File: config.mk
export PLATFORM = sky130hd
export DESIGN_NAME = vga_timing_flat
export DESIGN_NICKNAME = d
export VERILOG_FILES = /design/src/rtl/vga_timing_pkg.sv /design/src/rtl/vga_timing_if.sv /design/src/rtl/vga_timing_clk_en_div.sv /design/src/rtl/vga_timing.sv /design/src/flat_wrapper.sv
export SDC_FILE = /design/constraint.sdc
export NUM_CORES = 1
export LEC_CHECK = 0
export ABC_AREA = 1
export BUFFER_PORTS_ARGS = -buffer_cell sky130_fd_sc_hd__clkbuf_2
export CAP_MARGIN = 10
export CORE_MARGIN = 2
export CORE_UTILIZATION = 55
export DETAILED_ROUTE_END_ITERATION = 10
export GPL_TIMING_DRIVEN = 1
export PLACE_DENSITY = 0.85
export REMOVE_ABC_BUFFERS = 1
export SYNTH_ARGS = -nofsm -noshare
export SYNTH_HDL_FRONTEND = slang
export SYNTH_SLANG_ARGS = --single-unit
File: constraint.sdc
create_clock -name clk -period 2.25 [get_ports clk]
set_input_delay 0.225 -clock clk [delete_from_list [all_inputs] [get_ports clk]]
set_output_delay 0.225 -clock clk [all_outputs]
set_load 0.01 [all_outputs]
File: src/rtl/vga_timing_pkg.sv
// Shared raster timing constants and coordinate type for the VGA timing block
// and the object renderers that place themselves on the 640x480 raster.
package vga_pkg;

  localparam int COORD_W = 10;
  typedef logic [COORD_W-1:0] coord_t;

  localparam int H_VISIBLE_DEF = 640;
  localparam int H_FRONT_DEF   = 16;
  localparam int H_SYNC_DEF    = 96;
  localparam int H_BACK_DEF    = 48;
  localparam int V_VISIBLE_DEF = 480;
  localparam int V_FRONT_DEF   = 10;
  localparam int V_SYNC_DEF    = 2;
  localparam int V_BACK_DEF    = 33;

  localparam int H_TOTAL  = H_VISIBLE_DEF + H_FRONT_DEF + H_SYNC_DEF + H_BACK_DEF;
  localparam int V_TOTAL  = V_VISIBLE_DEF + V_FRONT_DEF + V_SYNC_DEF + V_BACK_DEF;
  localparam int HS_START = H_VISIBLE_DEF + H_FRONT_DEF;
  localparam int HS_END   = HS_START + H_SYNC_DEF - 1;
  localparam int VS_START = V_VISIBLE_DEF + V_FRONT_DEF;
  localparam int VS_END   = VS_START + V_SYNC_DEF - 1;

  function automatic logic in_range(input coord_t v, input coord_t lo, input coord_t hi);
    return (v >= lo) && (v <= hi);
  endfunction

endpackage

File: src/rtl/vga_timing_if.sv
// Raster bus from the timing generator to the renderers and the colour mux.
interface vga_timing_if;
  import vga_pkg::*;

  coord_t col;
  coord_t row;
  logic   pix_en;
  logic   hsync;
  logic   vsync;
  logic   video_on;
  logic   frame_tick;

  modport master (output col, row, pix_en, hsync, vsync, video_on, frame_tick);
  modport slave  (input  col, row, pix_en, hsync, vsync, video_on, frame_tick);
endinterface

File: src/rtl/vga_timing_clk_en_div.sv
// Clock-enable divider: adv_o flags the clk cycle that ends each CLK_DIV period,
// pix_en_o is the registered pulse for that same cycle (held low through reset).
module clk_en_div #(
  parameter int CLK_DIV = 1
) (
  input  logic clk,
  input  logic rst_n,
  output logic adv_o,
  output logic pix_en_o
);

  localparam int DIV_W = (CLK_DIV > 1) ? $clog2(CLK_DIV) : 1;
  localparam logic [DIV_W-1:0] DIV_LAST = DIV_W'(CLK_DIV - 1);

  logic [DIV_W-1:0] div_cnt_q;
  logic [DIV_W-1:0] div_cnt_d;
  logic             pix_en_q;
  logic             pix_en_d;
  logic             wrap_s;

  always_comb begin
    wrap_s = (div_cnt_q == DIV_LAST);
    if (wrap_s) begin
      div_cnt_d = '0;
    end else begin
      div_cnt_d = div_cnt_q + DIV_W'(1);
    end
    pix_en_d = (div_cnt_d == DIV_LAST);
  end

  always_ff @(posedge clk or negedge rst_n) begin
    if (!rst_n) begin
      div_cnt_q <= '0;
      pix_en_q  <= 1'b0;
    end else begin
      div_cnt_q <= div_cnt_d;
      pix_en_q  <= pix_en_d;
    end
  end

  assign adv_o    = wrap_s;
  assign pix_en_o = pix_en_q;

endmodule

File: src/rtl/vga_timing.sv
// VGA raster timing: column/row counters advanced by the pixel divider, with
// sync, blanking and frame strobe registered from the next counter values.
module vga_timing
  import vga_pkg::*;
#(
  parameter int CLK_DIV         = 1,
  parameter int H_VISIBLE       = H_VISIBLE_DEF,
  parameter int H_FRONT         = H_FRONT_DEF,
  parameter int H_SYNC          = H_SYNC_DEF,
  parameter int H_BACK          = H_BACK_DEF,
  parameter int V_VISIBLE       = V_VISIBLE_DEF,
  parameter int V_FRONT         = V_FRONT_DEF,
  parameter int V_SYNC          = V_SYNC_DEF,
  parameter int V_BACK          = V_BACK_DEF,
  parameter bit SYNC_ACTIVE_LOW = 1'b1
) (
  input  logic         clk,
  input  logic         rst_n,
  vga_timing_if.master vga
);

  localparam coord_t H_LAST    = coord_t'(H_VISIBLE + H_FRONT + H_SYNC + H_BACK - 1);
  localparam coord_t V_LAST    = coord_t'(V_VISIBLE + V_FRONT + V_SYNC + V_BACK - 1);
  localparam coord_t H_VIS     = coord_t'(H_VISIBLE);
  localparam coord_t V_VIS     = coord_t'(V_VISIBLE);
  localparam coord_t HS_LO     = coord_t'(H_VISIBLE + H_FRONT);
  localparam coord_t HS_HI     = coord_t'(H_VISIBLE + H_FRONT + H_SYNC - 1);
  localparam coord_t VS_LO     = coord_t'(V_VISIBLE + V_FRONT);
  localparam coord_t VS_HI     = coord_t'(V_VISIBLE + V_FRONT + V_SYNC - 1);
  localparam logic   SYNC_IDLE = SYNC_ACTIVE_LOW;

  logic   adv_s;
  logic   pix_en_s;
  logic   hs_act_s;
  logic   vs_act_s;
  coord_t col_q, col_d;
  coord_t row_q, row_d;
  logic   hsync_q, hsync_d;
  logic   vsync_q, vsync_d;
  logic   video_on_q, video_on_d;
  logic   frame_tick_q, frame_tick_d;

  clk_en_div #(
    .CLK_DIV (CLK_DIV)
  ) u_div (
    .clk      (clk),
    .rst_n    (rst_n),
    .adv_o    (adv_s),
    .pix_en_o (pix_en_s)
  );

  // Counters wrap by compare; decoded outputs only move on a pixel advance so
  // video_on stays low until the first advance after reset.
  always_comb begin
    col_d        = col_q;
    row_d        = row_q;
    hsync_d      = hsync_q;
    vsync_d      = vsync_q;
    video_on_d   = video_on_q;
    frame_tick_d = 1'b0;
    hs_act_s     = 1'b0;
    vs_act_s     = 1'b0;
    if (adv_s) begin
      if (col_q == H_LAST) begin
        col_d = '0;
        if (row_q == V_LAST) begin
          row_d = '0;
        end else begin
          row_d = row_q + coord_t'(1);
        end
      end else begin
        col_d = col_q + coord_t'(1);
      end
      hs_act_s     = in_range(col_d, HS_LO, HS_HI);
      vs_act_s     = in_range(row_d, VS_LO, VS_HI);
      hsync_d      = hs_act_s ? ~SYNC_IDLE : SYNC_IDLE;
      vsync_d      = vs_act_s ? ~SYNC_IDLE : SYNC_IDLE;
      video_on_d   = (col_d < H_VIS) && (row_d < V_VIS);
      frame_tick_d = (col_d == coord_t'(0)) && (row_d == V_VIS);
    end else begin
      frame_tick_d = 1'b0;
    end
  end

  always_ff @(posedge clk or negedge rst_n) begin
    if (!rst_n) begin
      col_q        <= '0;
      row_q        <= '0;
      hsync_q      <= SYNC_IDLE;
      vsync_q      <= SYNC_IDLE;
      video_on_q   <= 1'b0;
      frame_tick_q <= 1'b0;
    end else begin
      col_q        <= col_d;
      row_q        <= row_d;
      hsync_q      <= hsync_d;
      vsync_q      <= vsync_d;
      video_on_q   <= video_on_d;
      frame_tick_q <= frame_tick_d;
    end
  end

  assign vga.col        = col_q;
  assign vga.row        = row_q;
  assign vga.pix_en     = pix_en_s;
  assign vga.hsync      = hsync_q;
  assign vga.vsync      = vsync_q;
  assign vga.video_on   = video_on_q;
  assign vga.frame_tick = frame_tick_q;

endmodule
File: src/flat_wrapper.sv
// flat-port wrapper written by rule: the top's interface ports become plain ports
module vga_timing_flat import vga_pkg::*;
#(
  parameter int CLK_DIV         = 1,
  parameter int H_VISIBLE       = H_VISIBLE_DEF,
  parameter int H_FRONT         = H_FRONT_DEF,
  parameter int H_SYNC          = H_SYNC_DEF,
  parameter int H_BACK          = H_BACK_DEF,
  parameter int V_VISIBLE       = V_VISIBLE_DEF,
  parameter int V_FRONT         = V_FRONT_DEF,
  parameter int V_SYNC          = V_SYNC_DEF,
  parameter int V_BACK          = V_BACK_DEF,
  parameter bit SYNC_ACTIVE_LOW = 1'b1
)
  (clk, rst_n, vga_col, vga_row, vga_pix_en, vga_hsync, vga_vsync, vga_video_on, vga_frame_tick);
  vga_timing_if vga_i ();
  input  logic clk;
  input  logic rst_n;
  output wire logic [$bits(vga_i.col)-1:0] vga_col;
  output wire logic [$bits(vga_i.row)-1:0] vga_row;
  output wire logic [$bits(vga_i.pix_en)-1:0] vga_pix_en;
  output wire logic [$bits(vga_i.hsync)-1:0] vga_hsync;
  output wire logic [$bits(vga_i.vsync)-1:0] vga_vsync;
  output wire logic [$bits(vga_i.video_on)-1:0] vga_video_on;
  output wire logic [$bits(vga_i.frame_tick)-1:0] vga_frame_tick;
  assign vga_col = vga_i.col;
  assign vga_row = vga_i.row;
  assign vga_pix_en = vga_i.pix_en;
  assign vga_hsync = vga_i.hsync;
  assign vga_vsync = vga_i.vsync;
  assign vga_video_on = vga_i.video_on;
  assign vga_frame_tick = vga_i.frame_tick;
  vga_timing #(.CLK_DIV(CLK_DIV), .H_VISIBLE(H_VISIBLE), .H_FRONT(H_FRONT), .H_SYNC(H_SYNC), .H_BACK(H_BACK), .V_VISIBLE(V_VISIBLE), .V_FRONT(V_FRONT), .V_SYNC(V_SYNC), .V_BACK(V_BACK), .SYNC_ACTIVE_LOW(SYNC_ACTIVE_LOW)) u_core (.clk(clk), .rst_n(rst_n), .vga(vga_i));
endmodule
== Word-level counts from Yosys, hierarchy flattened ==
Index checks and enable logic that the tools add are counted.
Operators by class
  add/sub/neg operators: 3
  divide/modulo/power cells: 0
  $mul: 0
  $lt $le $gt $ge: 6
  reductions and logical operators: 5
  bitwise logic cells: 1
  shift operators: 0
  equality and inequality tests: 3
  multiplexer cells: 9
Operators by type and width (count)
  10-bit two-way mux: 5
  10-bit by 1-bit adder with 10-bit output, second input constant: 2
  10-bit equality test, second input constant: 2
  10-bit by 9-bit equality test with 1-bit output, second input constant: 1
  10-bit greater-or-equal comparator, second input constant: 1
  10-bit by 9-bit greater-or-equal comparator with 1-bit output, second input constant: 1
  10-bit less-or-equal comparator, second input constant: 1
  10-bit by 9-bit less-or-equal comparator with 1-bit output, second input constant: 1
  10-bit logical NOT: 1
  10-bit less-than comparator, second input constant: 1
  10-bit by 9-bit less-than comparator with 1-bit output, second input constant: 1
  1-bit logical AND: 4
  1-bit two-way mux: 4
  1-bit adder, second input constant: 1
  1-bit inverter: 1
Storage, ports and cells
  memories kept: 0
  word-level logic and storage cells: 35
  bits in writable memories: 0
  memory bits (read-only): 0
  input bits: 2
  bits in registers: 26
  output and inout bits: 25
  bits in latches: 0

== Longest topological paths before layout ==
  depth in word-level cells: 7
  gate-level depth with buffers: 13
  gate-level depth less buffers: 13

== By module ==
Synthesis repeated with hierarchy kept, for this count alone.
Second synthesis, totals
  cell total of the unflattened synthesis: 251
  area total of the unflattened synthesis: 1675.4 µm²
By module, submodules not included
  vga_timing: cells each 248, area each 1639.1 µm², instances 1
  clk_en_div: cells each 3, area each 36.3 µm², instances 1

== Least setup slack after synthesis ==
No wires, ideal clock.
  path type: register to register
  start: reg u_core.col_q[0], in the netlist u_core.vga.col[0]
  end: reg u_core.video_on_q, in the netlist u_core.vga.video_on
  library setup time: 0.120 ns
  arrival: 1.556 ns
  path slack: 0.575 ns
  data required time: 2.130 ns
  buffers on the path: 0
  stages on the path, launching flop included: 10
  cells stage by stage: dfrtp_1 > ha_1 > nand2_2 > nor2_4 > nand2_2 > nor2_8 > nand3_1 > nand2_1 > nand3b_1 > and3_1
On the way
  longest elaborated chain between the ends: 5
  elaborated cells on any way between the ends: 9
  those cells by class: add/sub (1); order compare (2); eq/ne (1); mux (4); reduce/logical (1)
RTL lines
  start, declared: line vga_timing.sv:36  | coord_t col_q, col_d;
  start signal, assigned: line vga_timing.sv:94  | col_q <= col_d;
  10-bit by 1-bit adder with 10-bit output / 10-bit equality test (equally long branches): line vga_timing.sv:72, vga_timing.sv:64
  10-bit two-way mux: line vga_timing.sv:64  | if (col_q == H_LAST) begin
  10-bit two-way mux: line vga_timing.sv:63  | if (adv_s) begin
  10-bit less-than comparator / 10-bit by 9-bit less-than comparator with 1-bit output (equally long branches): line vga_timing.sv:78  | video_on_d = (col_d < H_VIS) && (row_d < V_VIS);
  1-bit logical AND *: line vga_timing.sv:78
  end signal, assigned: line vga_timing.sv:98  | video_on_q <= video_on_d;
  end, declared: line vga_timing.sv:40  | logic video_on_q, video_on_d;
Every way passes the cells marked *; elsewhere a longest branch is shown, timed or not. The select of a mux whose other input is x is not followed.
A chain may end at the register's enable or synchronous reset.

== Worst setup path after layout ==
  start: reg u_core.col_q[0], in the netlist u_core.vga.col[0]
  end: reg u_core.vsync_q, in the netlist u_core.vga.vsync
On the way
  longest elaborated chain between the ends: 6
  elaborated cells on any way between the ends: 7
  those cells by class: order compare (2); eq/ne (1); mux (3); reduce/logical (1)
RTL lines
  10-bit equality test *: line vga_timing.sv:64
  10-bit two-way mux *: line vga_timing.sv:64
  10-bit two-way mux *: line vga_timing.sv:63
  10-bit by 9-bit greater-or-equal comparator with 1-bit output / 10-bit by 9-bit less-or-equal comparator with 1-bit output (equally long branches): line vga_timing_pkg.sv:25  | return (v >= lo) && (v <= hi);
  1-bit logical AND *: line vga_timing_pkg.sv:25
  1-bit two-way mux *: line vga_timing.sv:77  | vsync_d = vs_act_s ? ~SYNC_IDLE : SYNC_IDLE;
  end signal, assigned: line vga_timing.sv:97  | vsync_q <= vsync_d;
  end, declared: line vga_timing.sv:39  | logic vsync_q, vsync_d;
Marked as above.

==> results.yml <==
clocking:
  cts.sinks: 25
  clk_latency_ns: 0.32
  path_clk_slew_ns: 0.14
  root_buffer: "clkbuf_4"
  cts_max_level: 1
  post-cts-setup-buffers: 0
  cts_buffers: 3
  cts_max_path_buffers: 2
  cts_tree: "built"
  cts.repair.resized: 0
yosys:
  synth_cells: 230
  synth_top_family_by_area: "simple AND/OR/NAND/NOR gates"
  yosysUniqueCellTypes: 26
  synth.area.mux_share: 0
  synthArstFlopShare: 1.00
  ys_ff_latch: 25
  synth_edf_count: 0
  synth.cell_area_sq_um: 1610
  ys_warn_count: 0
  synth-xor-area-share: 0.00545
  synth_fa_ha_area_frac: 0.0311
  synth-simple-area-share: 0.446
  seq_area_frac_synth: 0.391
  avgSynthCellArea_sq_um: 6.99
  synth_compound_area_frac: 0.0288
  synth_ff_type: "dfrtp_1"
cells_and_area:
  layout_common_cells: "72 x nand2_1, 35 x inv_1, 26 x clkbuf_2, 23 x dfrtp_1, 22 x nor2_1"
  seqCellArea_sq_um: 628
  final_nets: 266
  drive_gt1_frac: 0.220
  final_cells: 290
  layout_commonest_cell: "nand2_1"
  final.fill_count: 245
  syn_to_final_growth_pct: 12.2
  diodes: 0
  multi_input_area_sq_um: 826
die:
  die_w_um: 58.1
  num_io_pins: 27
  dieArea_sq_um: 3370
  coreArea_sq_um: 2760
  fp-row-count: 19
  start_util: 0.583
  die_y_um: 58.1
setup_path:
  startpoint_type: "register"
  max_stage_delay_ns: 0.47
  critPathMaxFanout: 7
  worstPathCellList: "ha_1, nand2_2, nor2_4, nand4_2, clkinv_2, nand2_1, nand2_2, nor2_2, nand2_1, a21oi_1, nand3_1"
  path_delay_family: "simple AND/OR/NAND/NOR gates"
  cp_num_buf_inv: 1
  crit_slowest_cell: "dfrtp_1"
  worstPathArrival_ns: 2.17
  crit_type: "reg2reg"
  cp.required_ns: 2.52
  cp-end-kind: "register"
sta:
  setup_tns_ns: 0
  report.final.slew_viol_count: 0
  finClkSkew_ns: 0.00513
  fmax_mhz: 526
  tightest_slew_ns: 0.611
  setup_slack_ns: 0.348
  fin_crit_sh: 0.845
  hold_violations: 0
  rsz0062_at_grt: "no"
  fin_crit_ns: 1.90
  setup_viol: 0
  slew-limit-headroom: 0.593
power:
  powerDensity_nw_per_um2: 370
  p_leak_nw: 1.03
  irDropWorstVdd_v: 0.000403
  total_power_w: 0.000668
global_route:
  grt_pass1_wl_um: 6290
  overflow: 0
  track_usage: 0.245
  met2_usage: 0.369
  antenna_found_initial: 0
  grt_pass1_vias: 1390
  grt_max_degree: 26
  gr-usage-met3: 0.0268
  busiest_layer: "met1"
  grtUsageMet1: 0.378
route:
  viasPerCell: 5.31
  first_pass_iters: 4
  vias: 1540
  post_drt_wl_per_cell_um: 12.6
  drtAntennaViolNets: 0
  wirelength_um: 3650
  drc: 0
  drt_iter0_drc: 74
placed_design:
  place_congestion: 0.984
  port_buffers: 26
  place.detailed.hpwl_um: 2790
  place_ws_ns: 0.421
  place_inst: 285
hold_path:
  worst_hold_path_type: "in2async"
flow_run:
  cap_violations: 0
run_status:
  status: "finished clean"
[worst paths after layout]
path / from / endpoint / slack, ns / depth (start not counted)
worst max register to register: u_core.vga.col[0] / u_core.vga.vsync / 0.35 / 11
min in group clk: u_core.vga.col[0] / u_core.vga.col[0] / 0.57 / 1
worst max-delay path: u_core.vga.col[0] / u_core.vga.vsync / 0.35 / 11
worst min-delay path: rst_n / u_core.vga.row[0] / 0.44 / 2
worst min register to register: u_core.vga.col[0] / u_core.vga.col[0] / 0.57 / 1
max in group asynchronous: rst_n / u_core.vga.col[3] / 1.41 / 2
[cell families (layout without fill, tap and decap cells)]
family                     Yosys count  in the layout
AOI/OAI and AO/OA                    9              9
xor gates and xnor gates             1              1
adders and majority gates            4              4
buffers and inverters               40             69
DFF                                 25             25
other                                1              1
and+or+nand+nor                    150            150
[power by group]
group | total (W) | switching [W] | internal [W]
clock | 0.000206 | 0.000139 | 0.0000667
sequential | 0.000451 | 0.000000209 | 0.000450
combinational | 0.0000118 | 0.00000949 | 0.00000233
total | 0.000668 | 0.000149 | 0.000520
[state kept, by name, summed over array words and instances, names as in the netlist]
register and flops:
u_core.vga.col 10, u_core.vga.row 10, u_core.u_div.pix_en_o 1, u_core.vga.frame_tick 1
u_core.vga.hsync 1, u_core.vga.video_on 1, u_core.vga.vsync 1
[cell usage after synthesis (all sizes together), types with 2 or more instances]
cell     n  area share
a21oi    2      0.0062
buf      2      0.0062
dfrtp   23        0.36
dfstp    2       0.033
ha       4       0.031
inv     37       0.086
nand2   80        0.20
nand3   20       0.065
nand3b   2      0.0093
nand4    8       0.035
nor2    32        0.11
nor3     7       0.028
o21ai    6       0.019
[per-stage QoR]
step	hold WS, ns	instance area (sq um)	util
after floorplan	-0.0706	1600	-
after global placement	0.267	1770	0.641
after detailed placement	0.265	1770	0.641
after CTS	0.435	1800	0.654
after global routing	0.489	1800	0.654
final	0.439	1800	0.654
[layout make-up]
| type | count | share of cell area |
|---|---|---|
| Multi-Input combinational cell | 165 | 0.458 |
| Clock inverter | 1 | 0.00277 |
| Timing Repair Buffer | 27 | 0.0777 |
| Clock buffer | 3 | 0.0125 |
| Tap cell | 31 | 0.0215 |
| Sequential cell | 25 | 0.348 |
| Inverter | 38 | 0.0798 |
[repair_timing]
action / in CTS / in global routing
endpoints found under the setup margin: 0 / 0
hold buffers: 1 / 0
hold endpoints to repair: 23 / 0
[routing by layer]
| metal | vias to the layer above | share of wire |
|---|---|---|
| li1 | 777 | - |
| met1 | 705 | 0.48 |
| met2 | 56 | 0.45 |
| met3 | 2 | 0.067 |
| met4 | 0 | 0.0066 |
| met5 | - | 0 |
[worst reg2reg max path, stage by stage, from the launching register on]
cell	delay, ns
dfrtp_1	0.47
ha_1	0.28
nand2_2	0.11
nor2_4	0.04
nand4_2	0.16
clkinv_2	0.15
nand2_1	0.10
nand2_2	0.07
nor2_2	0.13
nand2_1	0.08
a21oi_1	0.15
nand3_1	0.10
(Power assumes the default switching activity.)
